==> config.mk <==
export PLATFORM = sky130hd
export DESIGN_NAME = step_voice
export DESIGN_NICKNAME = d
export VERILOG_FILES = /design/src/rtl/melody_pkg.sv /design/src/rtl/square_divider.sv /design/src/rtl/step_voice.sv
export SDC_FILE = /design/constraint.sdc
export NUM_CORES = 1
export LEC_CHECK = 0
export CAP_MARGIN = 10
export CORE_MARGIN = 3
export CORE_UTILIZATION = 55
export CTS_CLUSTER_DIAMETER = 40
export DETAILED_ROUTE_END_ITERATION = 6
export PLACE_DENSITY = 0.82
export SETUP_SLACK_MARGIN = 0.1
export SLEW_MARGIN = 20
export SYNTH_ARGS = -nofsm -noshare
export SYNTH_HDL_FRONTEND = slang
export SYNTH_SLANG_ARGS = --single-unit
==> constraint.sdc <==
create_clock -name clk -period 3.7 [get_ports clk]
set_clock_uncertainty 0.2 [all_clocks]
set_input_delay 0.74 -clock clk [delete_from_list [all_inputs] [get_ports clk]]
set_output_delay 0.74 -clock clk [all_outputs]
set_load 0.01 [all_outputs]
==> src/rtl/melody_pkg.sv <==
// Shared types and default widths for the melody generator voices.
package melody_pkg;

  // Default width of the tone half-period divider.
  localparam int DIV_WIDTH  = 16;
  // Default width of the note-length (gate) counter.
  localparam int HOLD_WIDTH = 16;

  // Voice state: no note, gate held, or gate released while the tone finishes.
  typedef enum logic [1:0] {
    IDLE = 2'd0,
    PLAY = 2'd1,
    TAIL = 2'd2
  } voice_state_t;

endpackage : melody_pkg

==> src/rtl/square_divider.sv <==
// Square-wave tone generator. The half-period is latched on load.
// A latched half-period of 0 freezes the phase and holds the tone low.
module square_divider #(
  parameter int DIV_WIDTH = melody_pkg::DIV_WIDTH
) (
  input  logic                 clk,
  input  logic                 rst,
  input  logic                 enable,
  input  logic                 load,
  input  logic [DIV_WIDTH-1:0] half_period,
  output logic                 tone,
  output logic                 fall
);

  logic [DIV_WIDTH-1:0] half_q;
  logic [DIV_WIDTH-1:0] phase_q;
  logic                 silent;
  logic                 terminal;

  assign silent   = (half_q == '0);
  assign terminal = (phase_q == half_q - DIV_WIDTH'(1));

  // The tone is about to toggle from high to low on this edge.
  assign fall = enable && !silent && terminal && tone;

  // Phase counter and tone flop; a load restarts the phase with the tone high.
  // NOTE: state flops use non-blocking assignments so every flop samples
  // pre-edge values regardless of block ordering.
  always_ff @(posedge clk) begin
    if (rst) begin
      half_q  <= '0;
      phase_q <= '0;
      tone    <= 1'b0;
    end else if (load) begin
      half_q  <= half_period;
      phase_q <= '0;
      tone    <= (half_period != '0);
    end else if (silent) begin
      tone    <= 1'b0;
    end else if (enable) begin
      if (terminal) begin
        phase_q <= '0;
        tone    <= ~tone;
      end else begin
        phase_q <= phase_q + DIV_WIDTH'(1);
      end
    end
  end

endmodule : square_divider

==> src/rtl/step_voice.sv <==
// Single gated square-wave voice triggered by the loop shift register.
// Each note ends on a low half-cycle so the output never clicks.
module step_voice #(
  parameter int DIV_WIDTH  = melody_pkg::DIV_WIDTH,
  parameter int HOLD_WIDTH = melody_pkg::HOLD_WIDTH
) (
  input  logic                  clk,
  input  logic                  rst,
  input  logic                  step_tick,
  input  logic                  note_on,
  input  logic [DIV_WIDTH-1:0]  half_period,
  input  logic [HOLD_WIDTH-1:0] hold_ticks,
  output logic                  gate,
  output logic                  audio_out,
  output logic                  busy
);

  import melody_pkg::*;

  voice_state_t          state_q, state_d;
  logic [HOLD_WIDTH-1:0] hold_q, hold_d;
  logic                  trigger;
  logic                  tone;
  logic                  fall;

  assign trigger = step_tick & note_on;

  square_divider #(
    .DIV_WIDTH(DIV_WIDTH)
  ) u_div (
    .clk        (clk),
    .rst        (rst),
    .enable     (state_q != IDLE),
    .load       (trigger),
    .half_period(half_period),
    .tone       (tone),
    .fall       (fall)
  );

  // Next-state and hold-counter logic; a trigger overrides everything else.
  // NOTE: every signal assigned here gets a default first so no latch is inferred.
  always_comb begin
    state_d = state_q;
    hold_d  = hold_q;
    unique case (state_q)
      PLAY: begin
        hold_d = hold_q - HOLD_WIDTH'(1);
        if (hold_q <= HOLD_WIDTH'(1)) begin
          // Tone already low, or dropping low on this very edge: no tail needed.
          state_d = (!tone || fall) ? IDLE : TAIL;
        end
      end
      TAIL: begin
        if (fall) state_d = IDLE;
      end
      default: state_d = state_q;
    endcase
    if (trigger) begin
      state_d = PLAY;
      hold_d  = (hold_ticks == '0) ? HOLD_WIDTH'(1) : hold_ticks;
    end
  end

  // State and hold counter registers.
  always_ff @(posedge clk) begin
    if (rst) begin
      state_q <= IDLE;
      hold_q  <= '0;
    end else begin
      state_q <= state_d;
      hold_q  <= hold_d;
    end
  end

  assign gate      = (state_q == PLAY);
  assign busy      = (state_q != IDLE);
  assign audio_out = tone & busy;

endmodule : step_voice

==> results.toml <==
[setup_path]
worst_ep_arrival_time_ps = 3050
crit_path_frequent_cell = "or4b_1"
cp_slowest_cell = "or4_1"
cp_cell_sequence = "or4_1 -> or4b_1 -> a21oi_1 -> o32a_1 -> nand4_2 -> or4b_1 -> nand3_1"
path_buf_inv = 0
crit_type = "reg -> reg"
endpoint_kind = "flip-flop"
cp_data_required_time_ps = 3750
path_max_fanout = 8
cp-start-kind = "flip-flop"
cpPeakStageDelay_ps = 680
crit_family = "simple AND/OR/NAND/NOR gates"

[placement]
globalplace.congestion = 0.923
io_buffers = 38
pre_cts_ws_ps = 727
dpl_cell_area_um2 = 3430
dpl.cell_count = 477
dp_hpwl_um = 5420

[layout]
layout-drive-gt1-share_pct = 5.54
fin_nets = 457
fill_cells = 465
final_cells = 485
num_antenna_cells = 0
fin_area_um2 = 3520
synthToLayoutAreaGrowth_pct = 16.2

[timing]
finalMaxSlewViolations = 0
fmax_ghz = 0.333
setup_ws_ps = 698
slew_headroom_pct = 47.4
rsz0062_at_grt = "no"
hold_viol_final = 0
setup_viol = 0
worst_pin_slew_ps = 781
finalCritPeriodShare_pct = 81.1
post-route-min-period_ps = 3000
finalSetupTns_ps = 0

[logic_synthesis]
syn_nets = 429
ys.flop_type = "dfxtp_1"
yosysMostFrequentCell = "nand2_1"
ys.warnings.count = 0
yosys.area_share.simple_pct = 32.4
async_flop_share_pct = 0
yosysSeqAreaShare_pct = 33.7
synthXorXnorAreaFrac_pct = 12.2
yosys_register_bits = 51
syn_area_um2 = 3030
syn_inst = 386
synth_area_leader_cell = "dfxtp_1"
synth_top_family_by_area = "simple AND/OR/NAND/NOR gates"
synthMuxAreaShare_pct = 0
synth_compound_area_share_pct = 14.2
avgSynthCellArea_um2 = 7.84
synth_top_area_share_pct = 33.7
synth_cell_types = 49
synth_common_cells = "nand2_1 (55), dfxtp_1 (51), nor2_1 (42)"
synth_enable_flop_cells = 0
ys_top_cells_by_area = "dfxtp_1 (34%), nand2_1 (6.8%), xnor2_1 (6.7%)"
synthAdderAreaFrac_pct = 2.89

[floorplanning]
die_area_um2 = 6430
dieWidth_um = 80.2
dieHeight_um = 80.2
core.rowCount = 26
io_pins = 39
initial_utilization_pct = 58.1
fp.coreArea_um2 = 5200

[detailed_routing]
routed.top_layer = "met4"
drt-vias-per-instance = 5.90
avgRoutedWirePerCell_um = 14.9
drc_errors = 0
drt_iter0_drc = 208
wl_um = 7210
route.met2.wl_um = 3270
ant_nets = 0
vias = 2862
first_pass_iters = 4
met1_length_um = 3540
wl_met3_um = 360

[global_route]
grt_first_pass_wirelength_um = 12300
first_global_vias = 2646
grt.overflow.total = 0
grt_usage_pct = 23.9
grt_start_max_net_pins = 36
grt_antenna_before_repair = 0

[clocking]
tritoncts = "yes"
clock-sinks = 51
clkTransAtPathRegs_ps = 100
postCtsSetupRepairBufs = 0
cts_resized = 0
cts_hold_buf = 0
cts_root_buffer = "clkbuf_8"
clock_latency_ps = 310
clk_path_buf_depth = 2
numCtsBuffers = 5
htreeDepth = 2

[power]
internal_power_w = 0.000841
vdd_drop_max_mv = 0.207
switching_share_pct = 30.6
p_comb_share_pct = 22.4
clock_power_share_pct = 27.3
seq_power_share_pct = 50.4
switching_power_w = 0.000372
p_leak_nw = 1.24
powerDensity_nw_per_um2 = 345

[worst_hold_path]
min_path_type = "reg -> reg"

[run]
drv_cap = 0

[status]
status = "completed"
==> per-layer routing <==
metal,up-vias,global-route usage [%]
met2,60,38.1
met3,5,4.15
met1,1365,33.7
met5,-,0
li1,1432,-
met4,0,5.41
==> cell families (layout without fill, tap and decap cells) <==
kind of cell	after synthesis	count (layout)
simple gates	187	187
compound gates	67	67
flops	51	51
xor+xnor	42	42
buf+inv	32	61
fa+ha+maj	7	7
==> worst min-delay path: stages, from the launching register on <==
cell and delay [ps]:
dfxtp_1 320, nand2_1 60, a311oi_1 80
==> per-stage QoR <==
stage,total power [W],util (%),hold WS (ps)
finish,0.00121,67.6,293
global route,0.00127,67.6,333
CTS,0.00121,67.6,296
detailed placement,0.000890,65.9,280
global placement,0.000884,65.9,275
floorplan,0.000802,-,258
==> worst paths after layout <==
kind	start	endpoint	slack (ps)	cells after the start
setup / recovery	u_div.half_q[0]$_SDFFE_PP0P_	u_div.tone$_SDFFE_PP0P_	700	7
setup reg to reg	u_div.half_q[0]$_SDFFE_PP0P_	u_div.tone$_SDFFE_PP0P_	700	7
hold / removal	hold_q[10]$_SDFFE_PP0N_	hold_q[10]$_SDFFE_PP0N_	290	2
hold reg to reg	hold_q[10]$_SDFFE_PP0N_	hold_q[10]$_SDFFE_PP0N_	290	2
==> flip-flops by register name (all words and copies together), names as in the netlist <==
signal and cells:
hold_q 16, u_div.half_q 16, u_div.phase_q 16, state_q 2
u_div.tone 1
==> power groups by stage <==
stage                     clock network [W]  registers (W)  logic, W
after floorplan                           0       0.000610  0.000192
after global placement                    0       0.000621  0.000263
after detailed placement                  0       0.000623  0.000268
after CTS                          0.000333       0.000610  0.000270
after global routing               0.000359       0.000616  0.000300
final                              0.000331       0.000611  0.000271
==> cells in the final DEF (no fill, tap or decap), types with 2 or more instances in the layout <==
master,instances
nand4_1,7
clkdlybuf4s50_1,38
or4b_1,3
o211ai_1,2
nor4_2,4
o21ai_0,9
xor2_1,19
a221oi_1,3
nor4_1,15
nand3b_1,3
nor3_1,12
or4_1,3
or4_4,2
clkbuf_8,5
nor2b_1,3
and4_1,2
buf_4,5
nor2_1,42
a211oi_1,11
nor3b_1,3
inv_1,10
dfxtp_1,51
clkinv_2,2
a311oi_1,5
ha_1,7
nand2_1,55
nand2b_1,2
and3_1,5
or3_1,6
a21oi_1,27
xnor2_1,23
nand4b_1,2
nand3_1,12
==> cell type report <==
type                    count  area, um^2  share of cell area, %
flip-flops and latches     51        1020                   29.0
clock inverters             3        18.8                  0.534
multi-input cells         303        1870                   53.0
repair buffers             43         418                   11.9
well taps                  70        87.6                   2.49
inverters                  10        37.5                   1.07
clock buffers               5        68.8                   1.96
No activity file was read; power rests on OpenSTA's default activity.
